==> src/rtl/fp_add_pipe_if.sv <==
// Handshake and data bundle between an operand producer, fp_add_pipe and the
// result consumer.
interface fp_add_pipe_if #(
    parameter int EXP_W = 8,
    parameter int MAN_W = 23
);
    localparam int W = EXP_W + MAN_W + 1;

    logic         in_valid;
    logic         in_ready;
    logic [W-1:0] a_i;
    logic [W-1:0] b_i;
    logic         sub_i;
    logic         out_valid;
    logic         out_ready;
    logic [W-1:0] result_o;
    logic [2:0]   flags_o;

    modport slave (
        input  in_valid, a_i, b_i, sub_i, out_ready,
        output in_ready, out_valid, result_o, flags_o
    );

    modport master (
        output in_valid, a_i, b_i, sub_i, out_ready,
        input  in_ready, out_valid, result_o, flags_o
    );
endinterface

==> src/rtl/fp_add_pipe.sv <==
// Three-stage elastic FP add/sub: align, add/sub, normalise+round (RNE).
// Subnormals flush to zero; NaN/Inf bypass the datapath with status flags.
module fp_add_pipe #(
    parameter int EXP_W = 8,
    parameter int MAN_W = 23
) (
    input  logic          clk,
    input  logic          rst_n,
    fp_add_pipe_if.slave  bus
);
    localparam int W      = EXP_W + MAN_W + 1;
    localparam int SW     = MAN_W + 4;
    localparam int STAGES = 3;
    localparam int LZW    = $clog2(SW + 1);
    localparam int XW     = ((EXP_W > LZW) ? EXP_W : LZW) + 2;
    localparam logic [EXP_W-1:0]     EMAX   = '1;
    localparam logic signed [XW-1:0] EMAX_X = XW'((1 << EXP_W) - 1);
    localparam logic [W-1:0]         QNAN   = {1'b0, EMAX, 1'b1, {(MAN_W-1){1'b0}}};

    typedef struct packed {
        logic             sign;
        logic             zsign;
        logic             eff_sub;
        logic [EXP_W-1:0] exp;
        logic [SW-1:0]    sigx;
        logic [SW-1:0]    sigy;
        logic             exc;
        logic [W-1:0]     exc_res;
        logic [2:0]       exc_flags;
    } s1_t;

    typedef struct packed {
        logic             sign;
        logic             zsign;
        logic [EXP_W-1:0] exp;
        logic [SW:0]      sum;
        logic             exc;
        logic [W-1:0]     exc_res;
        logic [2:0]       exc_flags;
    } s2_t;

    logic [STAGES:1] vld_pipe;
    logic [STAGES:1] ld;
    s1_t s1_d, s1_q;
    s2_t s2_d, s2_q;
    logic [W-1:0] res_d, res_q;
    logic [2:0]   flg_d, flg_q;

    // A stage may load when it is empty or its content moves on this cycle.
    assign ld[3] = !vld_pipe[3] || bus.out_ready;
    assign ld[2] = !vld_pipe[2] || ld[3];
    assign ld[1] = !vld_pipe[1] || ld[2];

    assign bus.in_ready  = ld[1];
    assign bus.out_valid = vld_pipe[3];
    assign bus.result_o  = res_q;
    assign bus.flags_o   = flg_q;

    // ---------------- stage 1: classify, swap, align ----------------
    logic             a_s, b_s, x_s, y_s;
    logic [EXP_W-1:0] a_e, b_e, x_e, y_e, d;
    logic [MAN_W-1:0] a_m, b_m, x_m, y_m;
    logic             a_nan, b_nan, a_inf, b_inf, swap;
    logic [SW-1:0]    sigx, sigy, sh;

    always_comb begin
        a_s = bus.a_i[W-1];
        b_s = bus.b_i[W-1] ^ bus.sub_i;
        a_e = bus.a_i[W-2:MAN_W];
        b_e = bus.b_i[W-2:MAN_W];
        a_m = (a_e == '0) ? '0 : bus.a_i[MAN_W-1:0];
        b_m = (b_e == '0) ? '0 : bus.b_i[MAN_W-1:0];
        a_nan = (a_e == EMAX) && (a_m != '0);
        b_nan = (b_e == EMAX) && (b_m != '0);
        a_inf = (a_e == EMAX) && (a_m == '0);
        b_inf = (b_e == EMAX) && (b_m == '0);

        swap = {b_e, b_m} > {a_e, a_m};
        {x_s, x_e, x_m} = swap ? {b_s, b_e, b_m} : {a_s, a_e, a_m};
        {y_s, y_e, y_m} = swap ? {a_s, a_e, a_m} : {b_s, b_e, b_m};

        d    = x_e - y_e;
        sigx = {(x_e != '0), x_m, 3'b000};
        sigy = {(y_e != '0), y_m, 3'b000};
        // Anything shifted past bit 0 collapses into the sticky bit.
        sh   = sigy >> d;

        s1_d.sign    = x_s;
        s1_d.zsign   = x_s & y_s;
        s1_d.eff_sub = x_s ^ y_s;
        s1_d.exp     = x_e;
        s1_d.sigx    = sigx;
        s1_d.sigy    = {sh[SW-1:1], sh[0] | (|(sigy & ~({SW{1'b1}} << d)))};

        s1_d.exc = a_nan | b_nan | a_inf | b_inf;
        if (a_nan || b_nan || (a_inf && b_inf && (a_s != b_s))) begin
            s1_d.exc_res   = QNAN;
            s1_d.exc_flags = 3'b100;
        end else begin
            s1_d.exc_res   = {(a_inf ? a_s : b_s), EMAX, {MAN_W{1'b0}}};
            s1_d.exc_flags = 3'b000;
        end
    end

    // ---------------- stage 2: magnitude add/sub ----------------
    always_comb begin
        s2_d.sign      = s1_q.sign;
        s2_d.zsign     = s1_q.zsign;
        s2_d.exp       = s1_q.exp;
        s2_d.sum       = s1_q.eff_sub ? ({1'b0, s1_q.sigx} - {1'b0, s1_q.sigy})
                                      : ({1'b0, s1_q.sigx} + {1'b0, s1_q.sigy});
        s2_d.exc       = s1_q.exc;
        s2_d.exc_res   = s1_q.exc_res;
        s2_d.exc_flags = s1_q.exc_flags;
    end

    // ---------------- stage 3: normalise, round, pack ----------------
    logic                    carry, rnd;
    logic [LZW-1:0]          lz;
    logic [SW-1:0]           n;
    logic signed [XW-1:0]    e_n, e_r;
    logic [MAN_W+1:0]        m;
    logic [MAN_W-1:0]        frac;

    always_comb begin
        lz = '0;
        for (int i = 0; i < SW; i++)
            if (s2_q.sum[i]) lz = LZW'(SW - 1 - i);

        carry = s2_q.sum[SW];
        n     = carry ? {s2_q.sum[SW:2], s2_q.sum[1] | s2_q.sum[0]} : (s2_q.sum[SW-1:0] << lz);
        e_n   = XW'(s2_q.exp) + XW'(carry) - XW'(lz);

        rnd  = n[2] & (n[1] | n[0] | n[3]);
        m    = {1'b0, n[SW-1:3]} + (MAN_W+2)'(rnd);
        e_r  = e_n + XW'(m[MAN_W+1]);
        frac = m[MAN_W+1] ? m[MAN_W:1] : m[MAN_W-1:0];

        if (s2_q.exc) begin
            res_d = s2_q.exc_res;
            flg_d = s2_q.exc_flags;
        end else if (s2_q.sum == '0) begin
            res_d = {s2_q.zsign, {(W-1){1'b0}}};
            flg_d = 3'b000;
        end else if (e_n <= 0) begin
            res_d = {s2_q.sign, {(W-1){1'b0}}};
            flg_d = 3'b001;
        end else if (e_r >= EMAX_X) begin
            res_d = {s2_q.sign, EMAX, {MAN_W{1'b0}}};
            flg_d = 3'b010;
        end else begin
            res_d = {s2_q.sign, e_r[EXP_W-1:0], frac};
            flg_d = 3'b000;
        end
    end

    always_ff @(posedge clk or negedge rst_n) begin
        if (!rst_n) begin
            vld_pipe <= '0;
            s1_q     <= '0;
            s2_q     <= '0;
            res_q    <= '0;
            flg_q    <= '0;
        end else begin
            if (ld[1]) vld_pipe[1] <= bus.in_valid;
            if (ld[2]) vld_pipe[2] <= vld_pipe[1];
            if (ld[3]) vld_pipe[3] <= vld_pipe[2];
            if (ld[1] && bus.in_valid) s1_q <= s1_d;
            if (ld[2] && vld_pipe[1])  s2_q <= s2_d;
            if (ld[3] && vld_pipe[2]) begin
                res_q <= res_d;
                flg_q <= flg_d;
            end
        end
    end
endmodule

==> src/flat_wrapper.sv <==
// flat-port wrapper written by rule: the top's interface ports become plain ports
module fp_add_pipe_flat 
#(
    parameter int EXP_W = 8,
    parameter int MAN_W = 23
)
  (clk, rst_n, bus_in_valid, bus_a_i, bus_b_i, bus_sub_i, bus_out_ready, bus_in_ready, bus_out_valid, bus_result_o, bus_flags_o);
  fp_add_pipe_if #(.EXP_W(EXP_W), .MAN_W(MAN_W)) bus_i ();
  input  logic clk;
  input  logic rst_n;
  input wire logic [$bits(bus_i.in_valid)-1:0] bus_in_valid;
  input wire logic [$bits(bus_i.a_i)-1:0] bus_a_i;
  input wire logic [$bits(bus_i.b_i)-1:0] bus_b_i;
  input wire logic [$bits(bus_i.sub_i)-1:0] bus_sub_i;
  input wire logic [$bits(bus_i.out_ready)-1:0] bus_out_ready;
  output wire logic [$bits(bus_i.in_ready)-1:0] bus_in_ready;
  output wire logic [$bits(bus_i.out_valid)-1:0] bus_out_valid;
  output wire logic [$bits(bus_i.result_o)-1:0] bus_result_o;
  output wire logic [$bits(bus_i.flags_o)-1:0] bus_flags_o;
  assign bus_i.in_valid = bus_in_valid;
  assign bus_i.a_i = bus_a_i;
  assign bus_i.b_i = bus_b_i;
  assign bus_i.sub_i = bus_sub_i;
  assign bus_i.out_ready = bus_out_ready;
  assign bus_in_ready = bus_i.in_ready;
  assign bus_out_valid = bus_i.out_valid;
  assign bus_result_o = bus_i.result_o;
  assign bus_flags_o = bus_i.flags_o;
  fp_add_pipe #(.EXP_W(EXP_W), .MAN_W(MAN_W)) u_core (.clk(clk), .rst_n(rst_n), .bus(bus_i));
endmodule
==> config.mk <==
export PLATFORM = sky130hd
export DESIGN_NAME = fp_add_pipe_flat
export DESIGN_NICKNAME = d
export VERILOG_FILES = /design/src/rtl/fp_add_pipe_if.sv /design/src/rtl/fp_add_pipe.sv /design/src/flat_wrapper.sv
export SDC_FILE = /design/constraint.sdc
export NUM_CORES = 1
export LEC_CHECK = 0
export CORE_UTILIZATION = 23
export DETAILED_ROUTE_END_ITERATION = 8
export GPL_TIMING_DRIVEN = 0
export PLACE_DENSITY = 0.44
export SLEW_MARGIN = 10
export SYNTH_ARGS = -nofsm -noshare
export SYNTH_HDL_FRONTEND = slang
export SYNTH_SLANG_ARGS = --single-unit
==> constraint.sdc <==
create_clock -name clk -period 5.1 [get_ports clk]
set_input_delay 1.53 -clock clk [delete_from_list [all_inputs] [get_ports clk]]
set_output_delay 1.53 -clock clk [all_outputs]
set_load 0.01 [all_outputs]
==> flow_summary.json, run 1 <==
{
  "cts_tree": "done",
  "drtIter0Drc": 1070,
  "finalWeightedCongestion": 0.946,
  "timing.hold.ws_ns": 0.475,
  "worst_ep_arrival_time_ns": 6.79,
  "via_count": 16574,
  "ctsHtreeMaxLevel": 4,
  "clk_pin_slew_ns": 0.07,
  "antenna_cells": 0,
  "crit_end": "u_core.s1_q[36]",
  "path_class": "primary input to flop",
  "clock-root-buffer": "clkbuf_16",
  "initial_utilization_pct": 23.3,
  "insertion_delay_ns": 0.46,
  "groute.usage.overall_pct": 19.8,
  "setup_viol": 59,
  "irDropWorstVdd_mv": 0.251,
  "powerDensity_mw_per_mm2": 572,
  "synth_cell_types": 92,
  "routed_wl_um": 67200,
  "final_cells": 3090,
  "nets": 2393,
  "r2r_slack_ns": -0.42,
  "cts_max_path_buffers": 2,
  "max_slew_margin_pct": 38.7,
  "grt_pass1_vias": 16687,
  "required_ns": 5.44,
  "place_hpwl_um": 51500,
  "portBuffers": 105,
  "die_w_um": 258,
  "final-seq-area_sq_mm": 0.00366,
  "core_sq_mm": 0.0647,
  "pre_cts_ws_ns": -3.82,
  "placed_cells": 2904,
  "grt_max_degree": 77,
  "fillCellCount": 6863,
  "final.setup_skew_ns": 0.0160,
  "routed_via_density": 5.36,
  "die-area_sq_mm": 0.0667,
  "synth_warnings": 0,
  "yosysTopAreaCell": "dfrtp_1",
  "cpMostUsedCell": "buf_8",
  "netlist_instances": 1942,
  "end_kind": "flop",
  "drive_gt1_share_pct": 28.1,
  "drv_slew": 0,
  "r2r-end": "u_core.bus.result_o[16]",
  "min_path_type": "flop to flop",
  "syn_area_per_cell_sq_um": 7.78,
  "rr_worst_depth": 28,
  "startpoint": "bus_b_i[24]",
  "ys.flop_type": "dfrtp_1",
  "status": "finished with violations",
  "async_reset_ff_share_pct": 100,
  "fin_crit_ns": 6.45,
  "reg2reg_from": "u_core.s2_q[41]",
  "worstSetupStartpointType": "primary input",
  "p_total_w": 0.0123,
  "antenna_found_initial": 0,
  "overflow": 0,
  "synth.most_common_cell": "nand2_1",
  "crit_fanout": 8,
  "finalCritPeriodShare_pct": 126,
  "yosysSeqAreaShare_pct": 24.2,
  "multi_input_area_sq_mm": 0.0123,
  "hold_viol_final": 0,
  "synth_fp_nets": 2112,
  "cp_slowest_cell": "o32a_1",
  "numCtsBuffers": 17,
  "antenna_left": 0,
  "synth_top_cell_area_share_pct": 24.2,
  "rsz0062_at_grt": "true",
  "ys_ff_latch": 146,
  "ys_top_cells_by_area": "dfrtp_1 24%, ha_1 8.2%, nand2_1 6.1%, o21ai_0 5.1%, a21oi_1 4.1%",
  "synth_enable_flop_cells": 0,
  "clock_sinks": 146,
  "rows": 93,
  "first_pass_iters": 8,
  "drcViolationCount": 0,
  "drv_cap": 0,
  "wire_per_inst_um": 21.8,
  "boundaryPins": 106,
  "synthTopCellsByCount": "244 x nand2_1, 153 x o21ai_0, 152 x nor2_1, 146 x dfrtp_1, 124 x a21oi_1",
  "synth_area_sq_mm": 0.0151,
  "postLayoutSetupSlackWorst_ns": -1.35,
  "violations": "setup timing",
  "syn2layout_area_growth_pct": 42.3,
  "p_leak_nw": 8.66,
  "crit_path_max_incr_delay_ns": 0.33,
  "timing.fmax_mhz": 155,
  "worst_pin_slew_ns": 0.913,
  "die_y_um": 258,
  "grt_pass1_wl_um": 102000
}
==> worst min path at each step <==
stage | cells after the start | end | slack (ns) | startpoint
floorplan | 1 | u_core.s1_q[33] | 0.43 | u_core.s1_q[33]
global placement | 1 | u_core.s1_q[33] | 0.46 | u_core.s1_q[33]
detailed placement | 1 | u_core.s1_q[33] | 0.47 | u_core.s1_q[33]
CTS | 1 | u_core.s1_q[33] | 0.48 | u_core.s1_q[33]
global route | 2 | u_core.bus.result_o[11] | 0.51 | u_core.bus.result_o[11]
finish | 2 | u_core.bus.result_o[11] | 0.48 | u_core.bus.result_o[11]
==> routing by layer <==
layer	track usage, %	up-vias	part of all wire (%)
li1	-	7727	-
met5	0	-	0
met4	9.88	0	5.1
met2	33.9	573	48
met1	24.6	8114	43
met3	2.19	160	3.8
==> per-stage QoR <==
stage / util [%] / area (sq um) / setup TNS (ns)
after floorplan: - / 15600 / -28.26
after global placement: 27.4 / 17700 / -752.94
after detailed placement: 27.5 / 17800 / -210.91
after CTS: 32.2 / 20800 / -37.85
after global routing: 33.2 / 21500 / -50.19
final: 33.2 / 21500 / -41.71
==> layout make-up <==
| class | instances | share of cell area [%] |
|---|---|---|
| inverter | 113 | 2.04 |
| clock inverter | 12 | 0.565 |
| tap | 855 | 4.98 |
| timing repair buffer | 267 | 11.5 |
| multi-input combinational | 1553 | 57.3 |
| clock buffer | 19 | 2.11 |
| sequential | 146 | 17.0 |
| buffer | 125 | 4.46 |
==> cell families (layout without fill, tap and decap cells) <==
family	count (synthesis)	count (layout)	share of synthesized area, %
flip-flops	146	146	24.2
AO/OA/AOI/OAI	603	604	26.6
multiplexers	113	113	9.34
AND/OR/NAND/NOR	673	673	21.3
buffers and inverters	244	536	6.47
adder cells (fa/ha/maj)	101	101	8.47
XOR/XNOR	62	62	3.60
==> flip-flops by register name (all words and copies together), names as in the netlist <==
| register | count |
|---|---|
| u_core.s1_q | 66 |
| u_core.s2_q | 41 |
| u_core.bus.result_o | 32 |
| u_core.bus.flags_o | 3 |
| u_core.vld_pipe | 3 |
| u_core.carry | 1 |
==> power breakdown <==
part	switching (W)	internal [W]
clock network	0.000567	0.000703
registers	0.000313	0.00148
logic	0.00534	0.00391
total	0.00622	0.00609
==> layout by cell type (no fill, tap or decap), drive strengths merged, types with 16 or more instances in the layout <==
master / count
nand2: 246
buf: 214
o21ai: 162
nor2: 154
dfrtp: 146
a21oi: 127
inv: 117
clkbuf: 109
ha: 99
clkdlybuf4s50: 88
mux2i: 54
nand3: 50
nor3: 48
mux2: 41
o211ai: 38
xnor2: 38
nand4: 37
o22ai: 25
xor2: 24
nor4: 23
a22oi: 19
mux4: 18
nand2b: 18
a31oi: 18
o21a: 17
or3: 16
and2: 16
==> critical path: cells and delay by family <==
family	cells	cell delay, ns
and+or+nand+nor	8	1.60
buffers and inverters	12	1.48
AOI/OAI and AO/OA	9	1.43
adders and majority gates	2	0.43
muxes	1	0.31
==> timing repair <==
action / 4_1_cts / 5_1_grt
cloned: 6 / 1
setup buffers: 120 / 37
gates resized for setup: 411 / 129
setup endpoints to repair: 95 / 89
hold buffers: 0 / 0
endpoints found under the hold margin: 0 / 0
pin swaps: 103 / 88
(Power assumes the default switching activity.)
==> inputs of run 2 (changes only) <==
CAP_MARGIN = 20   (was default)
CORE_UTILIZATION = 43   (was 23)
PLACE_DENSITY = 0.69   (was 0.44)
==> run 2 against run 1 <==
Effect of this change: clock-buffer cell count decreased by 1; global-route usage increased by 15 points; sequential cell count unchanged; critical path type unchanged; the run still ends with setup timing left.
==> flow_summary.json, run 2 (same netlist as run 1, synthesis figures left out) <==
{
  "nets": 2375,
  "finalCritPeriodShare_pct": 130,
  "boundaryPins": 106,
  "violations": "setup timing",
  "met2WireLength_um": 31200,
  "timing.hold.ws_ns": 0.470,
  "routed_wl_um": 63300,
  "timing.fmax_mhz": 151,
  "portBuffers": 105,
  "via_count": 16996,
  "rr_worst_depth": 24,
  "top_layer": "met4",
  "setup_viol": 61,
  "hold_path.startpoint": "u_core.s1_q[33]",
  "postLayoutSetupSlackWorst_ns": -1.53,
  "wl_met3_um": 3520,
  "routed_via_density": 6.36,
  "cts_tree": "done",
  "path_class": "primary input to flop",
  "initial_utilization_pct": 43.7,
  "max_slew_margin_pct": 28.9,
  "rows": 68,
  "p_leak_nw": 8.61,
  "final_common_cell": "nand2_1",
  "grt_pass1_vias": 16815,
  "insertion_delay_ns": 0.44,
  "irDropWorstVdd_mv": 0.408,
  "largest_register_ff_count": 66,
  "first_pass_iters": 9,
  "min_path_type": "flop to flop",
  "crit_path_max_incr_delay_ns": 0.36,
  "drv_slew": 0,
  "die_w_um": 189,
  "min_to": "u_core.s1_q[33]",
  "clk_pin_slew_ns": 0.06,
  "fillCellCount": 3111,
  "wl_met1_um": 24100,
  "grt_pass1_wl_um": 96800,
  "place_hpwl_um": 47300,
  "final_core_util_pct": 60.6,
  "final-seq-area_sq_mm": 0.00366,
  "hold_viol_final": 0,
  "drtIter0Drc": 1813,
  "groute.usage.overall_pct": 34.8,
  "layout_common_cells": "220 x nand2_1, 140 x dfrtp_1, 135 x nor2_1",
  "reg2reg_from": "u_core.s2_q[42]",
  "cp_num_buf_inv": 13,
  "end_kind": "flop",
  "r2r-end": "u_core.bus.result_o[25]",
  "antenna_found_initial": 0,
  "worst_pin_slew_ns": 1.06,
  "core_sq_mm": 0.0345,
  "overflow": 0,
  "status": "finished with violations",
  "place_area_sq_mm": 0.0173,
  "hold_depth": 1,
  "antenna_left": 0,
  "r2r_slack_ns": -0.37,
  "fin_crit_ns": 6.63,
  "crit_fanout": 10,
  "clock_sinks": 146,
  "rsz0062_at_grt": "true",
  "final.setup_skew_ns": 0.0114,
  "antenna_cells": 0,
  "ctsHtreeMaxLevel": 4,
  "wire_per_inst_um": 23.7,
  "drcViolationCount": 0,
  "cpMostUsedCell": "buf_8",
  "cp_slowest_cell": "nor4_4",
  "crit_family": "buffers and inverters",
  "syn2layout_area_growth_pct": 38.6,
  "largest_register": "u_core.s1_q",
  "p_total_w": 0.0126,
  "die-area_sq_mm": 0.0359,
  "required_ns": 5.39,
  "grt_max_degree": 113,
  "clock-root-buffer": "clkbuf_16",
  "cts_max_path_buffers": 2,
  "worst_ep_arrival_time_ns": 6.93,
  "drv_cap": 0,
  "finalWeightedCongestion": 1.06,
  "worstSetupStartpointType": "primary input",
  "powerDensity_mw_per_mm2": 600,
  "die_y_um": 189,
  "multi_input_area_sq_mm": 0.0124,
  "drive_gt1_share_pct": 27.0,
  "numCtsBuffers": 17,
  "fin_area_sq_mm": 0.0209,
  "pre_cts_ws_ns": -3.70
}
run 2: cell types whose count changed in the layout (fill, tap and decap cells not counted), sizes merged:
cell,before,now
buf,214,198
clkinv,4,2
inv,117,118
clkdlybuf4s15,0,2
clkbuf,109,104
bufinv,1,4
clkinvlp,3,2
run 2: metal layers:
layer	global-route usage, %	vias up
met2	60.4	826
met4	23.7	0
li1	-	7709
met3	3.84	249
met1	40.2	8212
met5	0	-
run 2: worst max-delay path by stage:
stage	start	endpoint	slack [ns]	depth (start not counted)
after floorplan	bus_b_i[26]	u_core.s1_q[36]	-1.30	25
after global placement	bus_a_i[24]	u_core.s1_q[42]	-3.69	28
after detailed placement	bus_b_i[24]	u_core.s1_q[42]	-3.70	29
after CTS	bus_b_i[23]	u_core.s1_q[36]	-1.34	31
after global routing	bus_b_i[25]	u_core.s1_q[46]	-1.62	33
final	bus_b_i[25]	u_core.s1_q[46]	-1.53	33
run 2: timing repair:
action | 4_1_cts | 5_1_grt
resized for setup | 407 | 119
setup endpoints to repair | 95 | 79
setup buffers | 114 | 29
hold buffers | 0 | 0
pin swaps | 100 | 79
cloned | 4 | 1
run 2: final cells by class:
cell class,count,area share (%)
repair buffers,250,11.0
plain buffers,124,4.58
well taps,455,2.72
inverters,113,2.17
flip-flops and latches,146,17.5
clock inverters,13,0.950
multi-input cells,1553,59.0
clock buffers,18,2.05
run 2: power breakdown:
| group | switching (W) | total [W] | internal (W) |
|---|---|---|---|
| Clock | 0.000544 | 0.00137 | 0.000828 |
| Sequential | 0.000335 | 0.00181 | 0.00148 |
| Combinational | 0.00540 | 0.00937 | 0.00397 |
run 2: metrics by stage:
stage / std cells / TNS (ns)
floorplan: 1942 / -28.26
global placement: 2502 / -685.23
detailed placement: 2503 / -205.94
CTS: 2646 / -35.54
global route: 2672 / -54.58
finish: 2672 / -45.75
run 2: worst register-to-register path, delay by kind of cell (launching register included):
family | cells | cell delay [ns]
fa+ha+maj | 2 | 0.35
simple gates | 6 | 0.82
xor+xnor | 1 | 0.19
mux | 2 | 0.79
buf+inv | 4 | 0.47
compound gates | 9 | 2.40
flops | 1 | 0.40
==> inputs of run 3 (changes only) <==
ABC_CLOCK_PERIOD_IN_PS = 5100   (was default)
GPL_TIMING_DRIVEN = default   (was 0)
==> run 3 against run 2 <==
Effect of this change: the run still ends with setup timing left; sequential power decreased by 4%; core utilization increased by 3.6 points; via count increased by 1.4%; cell count increased by 9.0%; highest routed layer unchanged; register-to-register slack improved by 0.18 ns; clock power decreased by 12%; non-clock buffer count increased by 240; sequential share of layout area decreased by 1.0 points.
==> flow_summary.json, run 3 (same netlist as run 1, synthesis figures left out) <==
{
  "cts_max_path_buffers": 2,
  "finalCritPeriodShare_pct": 116,
  "crit_fanout": 22,
  "ctsHtreeMaxLevel": 4,
  "overflow": 0,
  "crit_path_max_incr_delay_ns": 0.53,
  "layout_common_cells": "458 x buf_4, 215 x nand2_1, 146 x dfrtp_1",
  "path_class": "primary input to flop",
  "drv_slew": 0,
  "timing.fmax_mhz": 169,
  "largest_register_ff_count": 66,
  "fin_crit_ns": 5.93,
  "worst_pin_slew_ns": 0.996,
  "min_path_type": "flop to flop",
  "nets": 2615,
  "required_ns": 5.42,
  "clk_pin_slew_ns": 0.06,
  "groute.usage.overall_pct": 32.2,
  "finalWeightedCongestion": 1.03,
  "top_usage_layer": "met2",
  "antenna_cells": 0,
  "cts_tree": "done",
  "irDropWorstVdd_mv": 0.350,
  "p_total_w": 0.0126,
  "rsz0062_at_grt": "true",
  "die_w_um": 189,
  "drtIter0Drc": 1150,
  "setup_viol": 57,
  "die_y_um": 189,
  "numCtsBuffers": 17,
  "core_sq_mm": 0.0345,
  "drive_gt1_share_pct": 33.8,
  "largest_register": "u_core.s1_q",
  "placed_cells": 2830,
  "routed_via_density": 5.92,
  "boundaryPins": 106,
  "rows": 68,
  "syn2layout_area_growth_pct": 46.8,
  "insertion_delay_ns": 0.44,
  "status": "finished with violations",
  "die-area_sq_mm": 0.0359,
  "initial_utilization_pct": 43.7,
  "postLayoutSetupSlackWorst_ns": -0.832,
  "grt.met1_usage_pct": 36.4,
  "drcViolationCount": 0,
  "powerDensity_mw_per_mm2": 567,
  "clock-root-buffer": "clkbuf_16",
  "max_slew_margin_pct": 33.4,
  "wire_per_inst_um": 20.2,
  "grtUsageMet2_pct": 58.4,
  "postCtsHoldBufs": 0,
  "hold_viol_final": 0,
  "routed_wl_um": 58900,
  "drv_cap": 0,
  "antenna_left": 0,
  "worst_ep_arrival_time_ns": 6.25,
  "antenna_found_initial": 0,
  "portBuffers": 105,
  "end_kind": "flop",
  "cp_slowest_cell": "mux4_2",
  "p_leak_nw": 9.83,
  "grtUsageMet3_pct": 3.41,
  "grt_pass1_wl_um": 90700,
  "violations": "setup timing",
  "worstSetupStartpointType": "primary input",
  "grt_max_degree": 85,
  "place_hpwl_um": 46400,
  "clock_sinks": 146,
  "via_count": 17238,
  "final.setup_skew_ns": 0.0146,
  "final_cells": 2913,
  "final_common_cell": "buf_4",
  "first_pass_iters": 5,
  "grt_pass1_vias": 16899
}
[run 3: area by class of cell]
class,count,area [sq um]
Fill cell,2958,12400
Multi-Input combinational cell,1553,11700
Timing Repair Buffer,614,5220
Sequential cell,146,3650
Tap cell,455,569
Clock buffer,18,439
Inverter,113,435
Clock inverter,14,119
[run 3: power by group]
| group | internal (W) | total [W] | switching [W] |
|---|---|---|---|
| clock network | 0.000650 | 0.00121 | 0.000558 |
| registers | 0.00147 | 0.00173 | 0.000254 |
| logic | 0.00462 | 0.00964 | 0.00502 |
| total | 0.00675 | 0.0126 | 0.00583 |
[run 3: what timing repair did]
action                                  4_1_cts  5_1_grt
endpoints found under the setup margin       79       76
hold endpoints to repair                      0        0
resized for setup                           165      118
pin swaps                                    69       61
gates cloned                                  5        1
buffers inserted                             31       17
[run 3: worst paths after layout]
kind / slack [ns] / cells after the start / startpoint / endpoint
worst max register to register: -0.19 / 22 / u_core.s2_q[49] / u_core.bus.result_o[24]
max in group asynchronous: 3.03 / 2 / rst_n / u_core.s2_q[52]
worst min-delay path: 0.48 / 2 / u_core.s1_q[99] / u_core.s1_q[99]
worst min register to register: 0.48 / 2 / u_core.s1_q[99] / u_core.s1_q[99]
worst max-delay path: -0.83 / 25 / bus_a_i[26] / u_core.s1_q[36]
min in group asynchronous: 1.11 / 1 / rst_n / u_core.bus.result_o[23]
[run 3: critical path, delay by kind of cell]
kind | cells | cell delay, ns
AOI/OAI and AO/OA | 5 | 1.38
buffers and inverters | 9 | 1.32
and+or+nand+nor | 9 | 1.23
muxes | 1 | 0.53
adders and majority gates | 1 | 0.25
[run 3: layer usage]
layer	part of all wire (%)	vias to the layer above	wire [um]
li1	-	8169	-
met1	39	8295	23100
met2	50	584	29700
met3	4.2	190	2470
met4	6.3	0	3690
met5	0	-	0
[run 3: per-stage QoR]
step	setup TNS [ns]	hold WS, ns	worst slack [ns]	instance area [sq um]	util [%]
global route	-33.74	0.497	-1.05	22200	64.2
global placement	-55.51	0.447	-1.47	20100	58.2
finish	-21.95	0.476	-0.832	22200	64.2
detailed placement	-66.38	0.464	-1.68	20100	58.2
floorplan	-28.26	0.430	-1.30	15600	-
CTS	-17.63	0.480	-0.761	21600	62.4
